`src/rtl/pwm_duty_decoder.sv`:
```
// pwm_duty_decoder: recovers the duty count of each 64-clock PWM frame
// and rebuilds the slow square-wave envelope.
// It also reports the envelope half-period in frames.
module pwm_duty_decoder (
  input  logic       sysclk,
  input  logic       rst_n,
  input  logic       Enable,
  input  logic       Pulse_In,
  output logic [6:0] Duty_Out,
  output logic       Duty_Valid,
  output logic       Level,
  output logic [5:0] Half_Period,
  output logic       Locked
);

  logic       s1_q, s2_q, s3_q;
  logic       rise;
  logic [5:0] frm_q, frm_d;
  logic [6:0] hi_q, hi_d;
  logic [6:0] hi_sum;
  logic [5:0] run_q, run_d;
  logic [6:0] duty_q, duty_d;
  logic       valid_q, valid_d;
  logic       level_q, level_d;
  logic [5:0] hp_q, hp_d;
  logic       locked_q, locked_d;
  logic       newlvl;

  // Two-flop synchronizer plus one edge-detect stage; keeps running while disabled
  always_ff @(posedge sysclk or negedge rst_n) begin
    if (!rst_n) begin
      s1_q <= 1'b0;
      s2_q <= 1'b0;
      s3_q <= 1'b0;
    end else begin
      s1_q <= Pulse_In;
      s2_q <= s1_q;
      s3_q <= s2_q;
    end
  end

  assign rise   = s2_q & ~s3_q;
  assign hi_sum = hi_q + {6'd0, s2_q};
  assign newlvl = (hi_sum >= 7'd32);

  // Frame counting, realignment and envelope tracking
  always_comb begin
    frm_d    = frm_q;
    hi_d     = hi_q;
    run_d    = run_q;
    duty_d   = duty_q;
    valid_d  = 1'b0;
    level_d  = level_q;
    hp_d     = hp_q;
    locked_d = locked_q;
    if (!Enable) begin
      frm_d    = '0;
      hi_d     = '0;
      run_d    = '0;
      locked_d = 1'b0;
    end else if (rise && (frm_q != 6'd0)) begin
      // The rising sample itself is index 0 of the new frame, so it is already counted
      frm_d    = 6'd1;
      hi_d     = 7'd1;
      locked_d = 1'b0;
    end else if (frm_q == 6'd63) begin
      duty_d   = hi_sum;
      valid_d  = 1'b1;
      frm_d    = '0;
      hi_d     = '0;
      locked_d = 1'b1;
      if (newlvl != level_q) begin
        hp_d    = run_q;
        run_d   = 6'd1;
        level_d = newlvl;
      end else if (run_q != 6'd63) begin
        run_d = run_q + 6'd1;
      end
    end else begin
      frm_d = frm_q + 6'd1;
      hi_d  = hi_sum;
    end
  end

  // State and registered outputs
  always_ff @(posedge sysclk or negedge rst_n) begin
    if (!rst_n) begin
      frm_q    <= '0;
      hi_q     <= '0;
      run_q    <= '0;
      duty_q   <= '0;
      valid_q  <= 1'b0;
      level_q  <= 1'b0;
      hp_q     <= '0;
      locked_q <= 1'b0;
    end else begin
      frm_q    <= frm_d;
      hi_q     <= hi_d;
      run_q    <= run_d;
      duty_q   <= duty_d;
      valid_q  <= valid_d;
      level_q  <= level_d;
      hp_q     <= hp_d;
      locked_q <= locked_d;
    end
  end

  assign Duty_Out    = duty_q;
  assign Duty_Valid  = valid_q;
  assign Level       = level_q;
  assign Half_Period = hp_q;
  assign Locked      = locked_q;

endmodule

```
`config.mk`:
```
export PLATFORM = sky130hd
export DESIGN_NAME = pwm_duty_decoder
export DESIGN_NICKNAME = d
export VERILOG_FILES = /design/src/rtl/pwm_duty_decoder.sv
export SDC_FILE = /design/constraint.sdc
export NUM_CORES = 1
export LEC_CHECK = 0
export ABC_AREA = 1
export BUFFER_PORTS_ARGS = -buffer_cell sky130_fd_sc_hd__buf_2
export CORE_MARGIN = 2
export CORE_UTILIZATION = 51
export CTS_CLUSTER_SIZE = 30
export DETAILED_ROUTE_END_ITERATION = 10
export GPL_ROUTABILITY_DRIVEN = 0
export PLACE_DENSITY = 0.77
export SYNTH_ARGS = -nofsm -noshare
export SYNTH_HDL_FRONTEND = slang
export SYNTH_SLANG_ARGS = --single-unit
```
`constraint.sdc`:
```
create_clock -name sysclk -period 1.57 [get_ports sysclk]
set_input_delay 0.157 -clock sysclk [delete_from_list [all_inputs] [get_ports sysclk]]
set_output_delay 0.157 -clock sysclk [all_outputs]
set_load 0.05 [all_outputs]
```
**Word-level counts from Yosys, hierarchy flattened**

Index checks and enable logic that the tools add are counted.

- Bits in registers: 38
- Output and inout bits: 16
- Input port bits: 4

- Order comparisons: 1
- Muxes and demuxes: 17
- Bitwise logic cells: 3
- Equal/unequal tests: 7
- $add $sub $neg: 3
- Reductions and logical operators: 5

Operators by type and width:

| kind | number |
|---|---|
| $mux W6 | 8 |
| $mux W7 | 3 |
| $add A6 B1 Y6 const B | 2 |
| $add A7 B1 Y7 | 1 |
| $ge A7 B6 Y1 const B | 1 |
| $eq A6 B6 Y1 const B | 1 |
| $mux W1 | 6 |
| $ne A3 B1 Y1 const B | 2 |
| $ne A6 B6 Y1 const B | 1 |
| $reduce_and A3 Y1 | 2 |
| $reduce_bool A6 Y1 | 1 |
| $reduce_and A4 Y1 | 1 |
| $ne A2 B1 Y1 const B | 1 |
| $ne A2 B2 Y1 const B | 1 |
| $not A1 Y1 | 2 |
| $and A1 B1 Y1 | 1 |
| $logic_and A1 B1 Y1 | 1 |
| $ne A1 B1 Y1 | 1 |

**Depth between registers and ports, before layout**

Gate-level depths: netlist (run 1).

- Word-level depth: 7
- Depth in mapped cells: 13

**Worst setup path after synthesis (run 1)**

Ideal clock, no wire load.

- Path kind: register to register
- Start: register s2_q
- End: register hp_q[3], in the netlist Half_Period[3]
- Setup slack: -0.179 ns
- Data arrival time: 1.629 ns
- Stages on the path, launching flop included: 12
- Buffers on the path: 1
- Period minus slack after synthesis: 1.749 ns
- Cell sequence: dfrtp_1 -> ha_1 -> ha_1 -> nand3_1 -> o21bai_2 -> nand2_2 -> nand2_2 -> nand2_2 -> nand3_2 -> buf_6 -> nand2_1 -> o21ai_2

- Cells in the longest elaborated chain, start to end: 4
- Elaborated cells between the ends (all ways): 7
- Classes of those cells: add/sub (1); order compare (1); eq/ne (1); bitwise (2); reduce/logical (2)

RTL lines:

| item | line | RTL |
|---|---|---|
| start: declaration | 16 | `logic s1_q, s2_q, s3_q;` |
| start signal: assignment | 37 | `s2_q <= s1_q;` |
| $add A7 B1 Y7 / $and A1 B1 Y1 (equally long branches) | 43, 42 |  |
| $ge A7 B6 Y1 / $logic_and A1 B1 Y1 (equally long branches) | 44, 61 |  |
| $ne A1 B1 Y1 / $not A1 Y1 (equally long branches) | - |  |
| $reduce_and A4 Y1 (no source line) (*) | - |  |
| end signal: assignment | 103 | `hp_q <= hp_d;` |
| end: declaration | 25 | `logic [5:0] hp_q, hp_d;` |

Mark *: on every way between the ends. The rest lies on a longest branch, timed or not.
A chain may end at the register's enable or synchronous reset.

**Final worst setup path (run 1)**

- Start: register s2_q
- End: register run_q[0]

- Cells in the longest elaborated chain, start to end: 7
- Elaborated cells between the ends (all ways): 12
- Classes of those cells: add/sub (1); order compare (1); eq/ne (3); mux (4); bitwise (1); reduce/logical (2)

RTL lines:

| item | line | RTL |
|---|---|---|
| $add A7 B1 Y7 | 43 | `assign hi_sum = hi_q + {6'd0, s2_q};` |
| $ge A7 B6 Y1 | 44 | `assign newlvl = (hi_sum >= 7'd32);` |
| $ne A1 B1 Y1 | 72 | `if (newlvl != level_q) begin` |
| $mux W6 | 72 |  |
| $mux W6 | 66 | `end else if (frm_q == 6'd63) begin` |
| $mux W6 | 61 | `end else if (rise && (frm_q != 6'd0)) begin` |
| $mux W6 | 56 | `if (!Enable) begin` |
| end signal: assignment | 99 | `run_q <= run_d;` |
| end: declaration | 21 | `logic [5:0] run_q, run_d;` |

Parallel ways exist; a longest one is shown, timed or not. The select of a mux whose other input is x is not followed.

==> impl_metrics.py, run 1 <==
metrics = {
    "outcome": {
        "outcome": "finished, violations left",
        "violations": "setup timing",
    },
    "setup_path": {
        "start_kind": "flip-flop",
        "crit_slowest_cell": "dfrtp_2",
        "crit_type": "reg2reg",
        "required_ns": 1.82,
        "path_max_fanout": 4,
        "cp-end-kind": "flip-flop",
        "arrival_ns": 2.11,
        "slowest_delay_ns": 0.42,
        "path_common_cell": "nand2_1",
        "crit_path_cell_trace": "ha_4 -> ha_4 -> inv_2 -> nor2_2 -> nand3_2 -> nand2_4 -> nand2_4 -> buf_4 -> nand2_1 -> nand3_2 -> nand2_1 -> inv_1 -> nand3_1 -> nand2_1",
    },
    "layout": {
        "nets": 259,
        "postLayoutCellArea_sq_um": 2480,
        "drive_above_1_share_pct": 47.4,
        "area_growth_pct": 36.9,
        "antenna_cells": 0,
    },
    "detailed_routing": {
        "route.detailed.wl_per_inst_um": 14.0,
        "postRouteAntennaNets": 0,
        "vias": 1464,
        "drc": 0,
        "dr.pass1.iters": 5,
        "drt-initial-drc-count": 84,
        "routed_wl_um": 4160,
        "vias_per_cell": 4.93,
    },
    "sta": {
        "rsz0062_at_grt": "yes",
        "setup_ws_ns": -0.288,
        "max_freq_mhz": 538,
        "worst_pin_slew_ns": 0.478,
        "fin_crit_sh_pct": 118,
        "setup_tns_ns": -2.46,
        "maxSlewHeadroom_pct": 68.2,
        "drv_slew": 0,
        "finalSetupViolations": 20,
        "fin_skew_ns": 0.00651,
        "hold_viol_final": 0,
        "finalCriticalPeriod_ns": 1.86,
    },
    "logic_synthesis": {
        "synth-seq-area-share_pct": 52.4,
        "synth_nets": 200,
        "synth_top_cell_area_share_pct": 52.4,
        "syn-mean-instance-area_sq_um": 9.49,
        "synthCells": 191,
        "synth_area_leaders": "dfrtp_1 (52%), nand2_1 (7.5%), o21ai_2 (6.8%)",
        "yosysWarnings": 0,
        "ys_ff_latch": 38,
        "yosysTopAreaCell": "dfrtp_1",
        "synth_area_sq_um": 1810,
        "ys_types": 24,
    },
    "global_routing": {
        "grt_pass1_vias": 1374,
        "groute.usage.overall_pct": 19.3,
        "grt_antenna_before_repair": 0,
        "grt_max_degree": 39,
        "grt-ovfl-total": 0,
        "grt_pass1_wl_um": 5950,
    },
    "die": {
        "fp.dieW_um": 63.6,
        "core_region_area_sq_um": 3360,
        "initial_utilization_pct": 53.9,
        "io_pins": 20,
        "core.rowCount": 21,
        "die_h_um": 63.6,
        "dieArea_sq_um": 4050,
    },
    "clocking": {
        "clk_path_buf_depth": 2,
        "cts_tree": "yes",
        "worstSkewPairLatency_ns": 0.36,
        "cts.clk_slew.worst_paths_ns": 0.11,
        "clock-sinks": 38,
        "htreeDepth": 2,
        "cts_root_buffer": "clkbuf_4",
        "numCtsBuffers": 5,
    },
    "place": {
        "hpwl_um": 2330,
        "port_buffers": 19,
        "dp_slack_ns": -0.134,
        "place_area_sq_um": 2130,
    },
    "pwr": {
        "power-per-cell-area_nw_per_um2": 736,
        "vdd_ir_drop_max_uv": 447,
        "total_power_mw": 1.83,
        "leakagePower_nw": 1.23,
    },
    "min_path": {
        "hold_path_class": "in2reg",
    },
    "job": {
        "cap_violations": 0,
    },
}
-- area by class of cell --
| type | instances | area [sq um] |
|---|---|---|
| sequential | 38 | 952 |
| timing repair inverter | 2 | 22.5 |
| tap | 46 | 57.6 |
| inverter | 24 | 95.1 |
| timing repair buffer | 52 | 379 |
| multi-input combinational | 127 | 915 |
| clock buffer | 7 | 55.1 |
| clock inverter | 1 | 5.00 |
| fill | 241 | 882 |
-- per-layer routing --
metal / GRT usage (%) / vias to the layer above / routed length, um / share of wire [%]
met5: 0 / - / 0 / 0
met4: 10.1 / 0 / 69 / 1.7
met3: 6.61 / 6 / 137 / 3.3
met2: 30.5 / 26 / 2160 / 52
met1: 23.2 / 712 / 1790 / 43
li1: - / 720 / - / -
-- worst paths after layout --
| path | from | endpoint | slack [ns] | cells after the start |
|---|---|---|---|---|
| min in group asynchronous | rst_n | Half_Period[2]$_DFFE_PN0P_ | 0.38 | 3 |
| setup / recovery | s2_q$_DFF_PN0_ | run_q[0]$_DFFE_PN0P_ | -0.29 | 14 |
| max in group asynchronous | rst_n | s2_q$_DFF_PN0_ | 0.85 | 3 |
| setup reg to reg | s2_q$_DFF_PN0_ | run_q[0]$_DFFE_PN0P_ | -0.29 | 14 |
| hold reg to reg | s1_q$_DFF_PN0_ | s2_q$_DFF_PN0_ | 0.39 | 0 |
| hold / removal | Enable | run_q[0]$_DFFE_PN0P_ | 0.23 | 5 |
-- synthesized netlist by cell type --
master and n:
a21oi_1 2, a21oi_2 1, and2_4 1, buf_6 2
dfrtp_1 38, ha_1 5, inv_1 23, inv_2 1
nand2_1 36, nand2_2 9, nand2_4 1, nand3_1 18
nand3_2 1, nand3_4 1, nor2_1 22, nor2_2 1
nor3_1 2, nor3_4 1, nor3b_1 2, o21ai_0 1
o21ai_2 14, o21bai_2 1, xnor2_1 2, xor2_1 6
-- kinds of logic after synthesis --
family          Yosys count  share of synthesized area, %
simple gates             95                          25.3
fa+ha+maj                 5                          3.45
flops                    38                          52.4
buf+inv                  26                          6.21
xor+xnor                  8                          3.86
compound gates           19                          8.70
-- flip-flops by register name, indices dropped and copies added (netlist names) --
| register | cells |
|---|---|
| run_q | 6 |
| Locked | 1 |
| Level | 1 |
| s1_q | 1 |
| s2_q | 1 |
| hi_q | 7 |
| frm_q | 6 |
| s3_q | 1 |
| Duty_Valid | 1 |
| Half_Period | 6 |
| Duty_Out | 7 |
-- through the flow --
stage,hold slack (ns),util [%],std cells
floorplan,-0.139,-,191
global placement,0.232,63.4,272
detailed placement,0.235,63.4,272
CTS,0.173,68.3,288
global route,0.239,73.8,297
finish,0.230,73.8,297
-- timing repair --
action / in CTS / in global routing
pin swaps: 5 / 10
resized for setup: 13 / 34
buffers inserted: 6 / 8
hold endpoints to repair: 39 / 0
gates cloned: 0 / 2
setup endpoints to repair: 28 / 34
hold buffers: 2 / 0
-- placed cells by master (no fill, tap or decap), types with 2 or more instances in the layout --
cell type / instances
dfrtp_1: 37
nor3b_1: 2
inv_2: 2
nand2_1: 25
nor3_1: 2
nand3_4: 2
nor2_1: 18
buf_6: 5
buf_4: 25
nand2_2: 12
a21oi_1: 2
buf_2: 19
nand2_4: 9
nor2_2: 3
inv_8: 2
dlygate4sd3_1: 2
o21ai_2: 14
inv_1: 21
xnor2_1: 2
ha_1: 2
nor2_4: 2
nand3_2: 7
nand3_1: 11
ha_4: 2
clkbuf_4: 5
xor2_1: 6
-- worst max-delay path, delay by kind of cell, from the launching register on --
kind | cells | cell delay (ns)
buffers and inverters | 3 | 0.23
DFF | 1 | 0.42
and+or+nand+nor | 9 | 0.77
adders and majority gates | 2 | 0.33
-- where the power goes --
part	internal, mW	switching (mW)
registers	1.01	0.0269
clock network	0.217	0.323
logic	0.0930	0.157
No activity file was read; power rests on OpenSTA's default activity.
==> inputs of run 2 (changes only) <==
--- a/config.mk
+++ b/config.mk
@@ -8,11 +8,12 @@
 export ABC_AREA = 1
 export BUFFER_PORTS_ARGS = -buffer_cell sky130_fd_sc_hd__buf_2
 export CORE_MARGIN = 2
-export CORE_UTILIZATION = 51
+export CORE_UTILIZATION = 50
 export CTS_CLUSTER_SIZE = 30
 export DETAILED_ROUTE_END_ITERATION = 10
 export GPL_ROUTABILITY_DRIVEN = 0
-export PLACE_DENSITY = 0.77
+export PLACE_DENSITY = 0.75
+export RECOVER_POWER = 50
 export SYNTH_ARGS = -nofsm -noshare
 export SYNTH_HDL_FRONTEND = slang
 export SYNTH_SLANG_ARGS = --single-unit
==> impl_metrics.py, run 2 (same netlist as run 1, synthesis figures left out) <==
metrics = {
    "job": {
        "cap_violations": 0,
    },
    "layout": {
        "final_common_cell": "dfrtp_1",
        "drive_above_1_share_pct": 50.2,
        "final.fill_count": 233,
        "area_growth_pct": 39.1,
        "instances_no_fill": 295,
        "final_core_util_pct": 73.8,
        "nets": 257,
        "antenna_cells": 0,
        "final_cell_mix": "dfrtp_1 (38), nand2_1 (23), inv_1 (21), buf_4 (20), buf_2 (19)",
    },
    "detailed_routing": {
        "routed_wl_um": 3950,
        "postRouteAntennaNets": 0,
        "vias": 1457,
        "route.detailed.wl_per_inst_um": 13.4,
        "dr.pass1.iters": 4,
        "drc": 0,
        "vias_per_cell": 4.94,
        "drt-initial-drc-count": 72,
    },
    "sta": {
        "drv_slew": 0,
        "rsz0062_at_grt": "yes",
        "worst_pin_slew_ns": 0.917,
        "max_freq_mhz": 554,
        "finalSetupViolations": 28,
        "holdWs_ns": 0.233,
        "setup_ws_ns": -0.235,
        "fin_skew_ns": 0.00466,
        "hold_viol_final": 0,
        "maxSlewHeadroom_pct": 38.9,
        "fin_crit_sh_pct": 115,
        "finalCriticalPeriod_ns": 1.80,
    },
    "clocking": {
        "cts_tree": "yes",
        "clock-sinks": 38,
        "cts.clk_slew.worst_paths_ns": 0.11,
        "numCtsBuffers": 5,
        "clk_path_buf_depth": 2,
        "htreeDepth": 2,
        "worstSkewPairLatency_ns": 0.35,
        "cts_root_buffer": "clkbuf_4",
    },
    "global_routing": {
        "grt_pass1_wl_um": 5800,
        "grt-ovfl-total": 0,
        "grt_pass1_vias": 1347,
        "grt_max_degree": 39,
        "grt_antenna_before_repair": 0,
        "groute.usage.overall_pct": 18.3,
    },
    "die": {
        "core_region_area_sq_um": 3420,
        "fp.dieW_um": 64.2,
        "initial_utilization_pct": 53.1,
        "die_h_um": 64.2,
        "dieArea_sq_um": 4120,
        "core.rowCount": 21,
        "io_pins": 20,
    },
    "outcome": {
        "outcome": "finished, violations left",
        "violations": "setup timing",
    },
    "setup_path": {
        "crit_slowest_cell": "dfrtp_1",
        "path_common_cell": "nand2_4",
        "slowest_delay_ns": 0.42,
        "arrival_ns": 2.05,
        "critPathTopFamily": "simple AND/OR/NAND/NOR gates",
        "cp-end-kind": "flip-flop",
        "ff2ff_setup_slack_ns": -0.23,
        "required_ns": 1.82,
        "critPathBufInv": 1,
        "crit_path_cell_trace": "ha_4 -> ha_4 -> inv_2 -> nor2_2 -> nand3_2 -> nand2_4 -> nand2_4 -> nand2_4 -> nand2_4 -> nand3_4 -> nand2_4 -> nand2_1 -> nand2_1",
        "crit_type": "reg2reg",
        "path_max_fanout": 7,
        "start_kind": "flip-flop",
    },
    "place": {
        "hpwl_um": 2270,
        "port_buffers": 19,
        "placedCellCount": 272,
    },
    "min_path": {
        "hold_path_class": "in2reg",
    },
    "pwr": {
        "leakagePower_nw": 1.20,
        "power-per-cell-area_nw_per_um2": 731,
        "vdd_ir_drop_max_uv": 592,
    },
}
-- run 2: area by class of cell --
| cell class | count | area (sq um) | share of cell area (%) |
|---|---|---|---|
| multi-input combinational | 127 | 967 | 38.3 |
| timing repair inverter | 1 | 11.3 | 0.446 |
| clock buffer | 7 | 55.1 | 2.18 |
| timing repair buffer | 51 | 380 | 15.1 |
| sequential | 38 | 951 | 37.7 |
| tap | 46 | 57.6 | 2.28 |
| inverter | 24 | 95.1 | 3.77 |
| clock inverter | 1 | 5.00 | 0.198 |
-- run 2: final timing paths --
| path | startpoint | endpoint | depth (start not counted) |
|---|---|---|---|
| worst max-delay path | s2_q$_DFF_PN0_ | run_q[0]$_DFFE_PN0P_ | 13 |
| worst min-delay path | Enable | hi_q[0]$_DFF_PN0_ | 4 |
| worst max register to register | s2_q$_DFF_PN0_ | run_q[0]$_DFFE_PN0P_ | 13 |
| worst min register to register | s1_q$_DFF_PN0_ | s2_q$_DFF_PN0_ | 0 |
| max in group asynchronous | rst_n | Duty_Out[0]$_DFFE_PN0P_ | 3 |
| min in group asynchronous | rst_n | Duty_Out[2]$_DFFE_PN0P_ | 3 |
-- run 2: worst reg2reg max path, stage by stage, from the launching register on --
cell,delay [ns]
dfrtp_1,0.42
ha_4,0.17
ha_4,0.15
inv_2,0.04
nor2_2,0.10
nand3_2,0.11
nand2_4,0.12
nand2_4,0.07
nand2_4,0.08
nand2_4,0.06
nand3_4,0.11
nand2_4,0.09
nand2_1,0.10
nand2_1,0.08
-- run 2: what timing repair did --
item	CTS	global route
resized for setup	9	51
gates cloned	0	1
hold buffers	2	0
endpoints found under the hold margin	39	0
buffers inserted	5	7
setup endpoints to repair	30	34
pin swaps	4	17
-- run 2: layer usage --
layer  global-route usage [%]  vias to the layer above  share of wire [%]
met4                     7.98                        0                2.6
li1                         -                      720                  -
met3                     5.63                       12                4.9
met2                     28.0                       32                 50
met5                        0                        -                  0
met1                     23.9                      693                 42
-- run 2: stage by stage --
step           TNS [ns]  worst slack, ns  cell area [sq um]  power [mW]
6_report          -3.44           -0.235               2520        1.84
5_1_grt           -6.65           -0.344               2520        1.93
4_1_cts           -1.46           -0.132               2280        1.82
3_5_place_dp      -2.89           -0.160               2130        1.26
3_3_place_gp      -1.44           -0.101               2130        1.26
2_1_floorplan    -0.429          -0.0488               1860        1.18
-- run 2: power breakdown --
group	total [mW]	switching (mW)	internal (mW)
clock network	0.544	0.327	0.217
registers	1.03	0.0248	1.01
logic	0.266	0.165	0.101
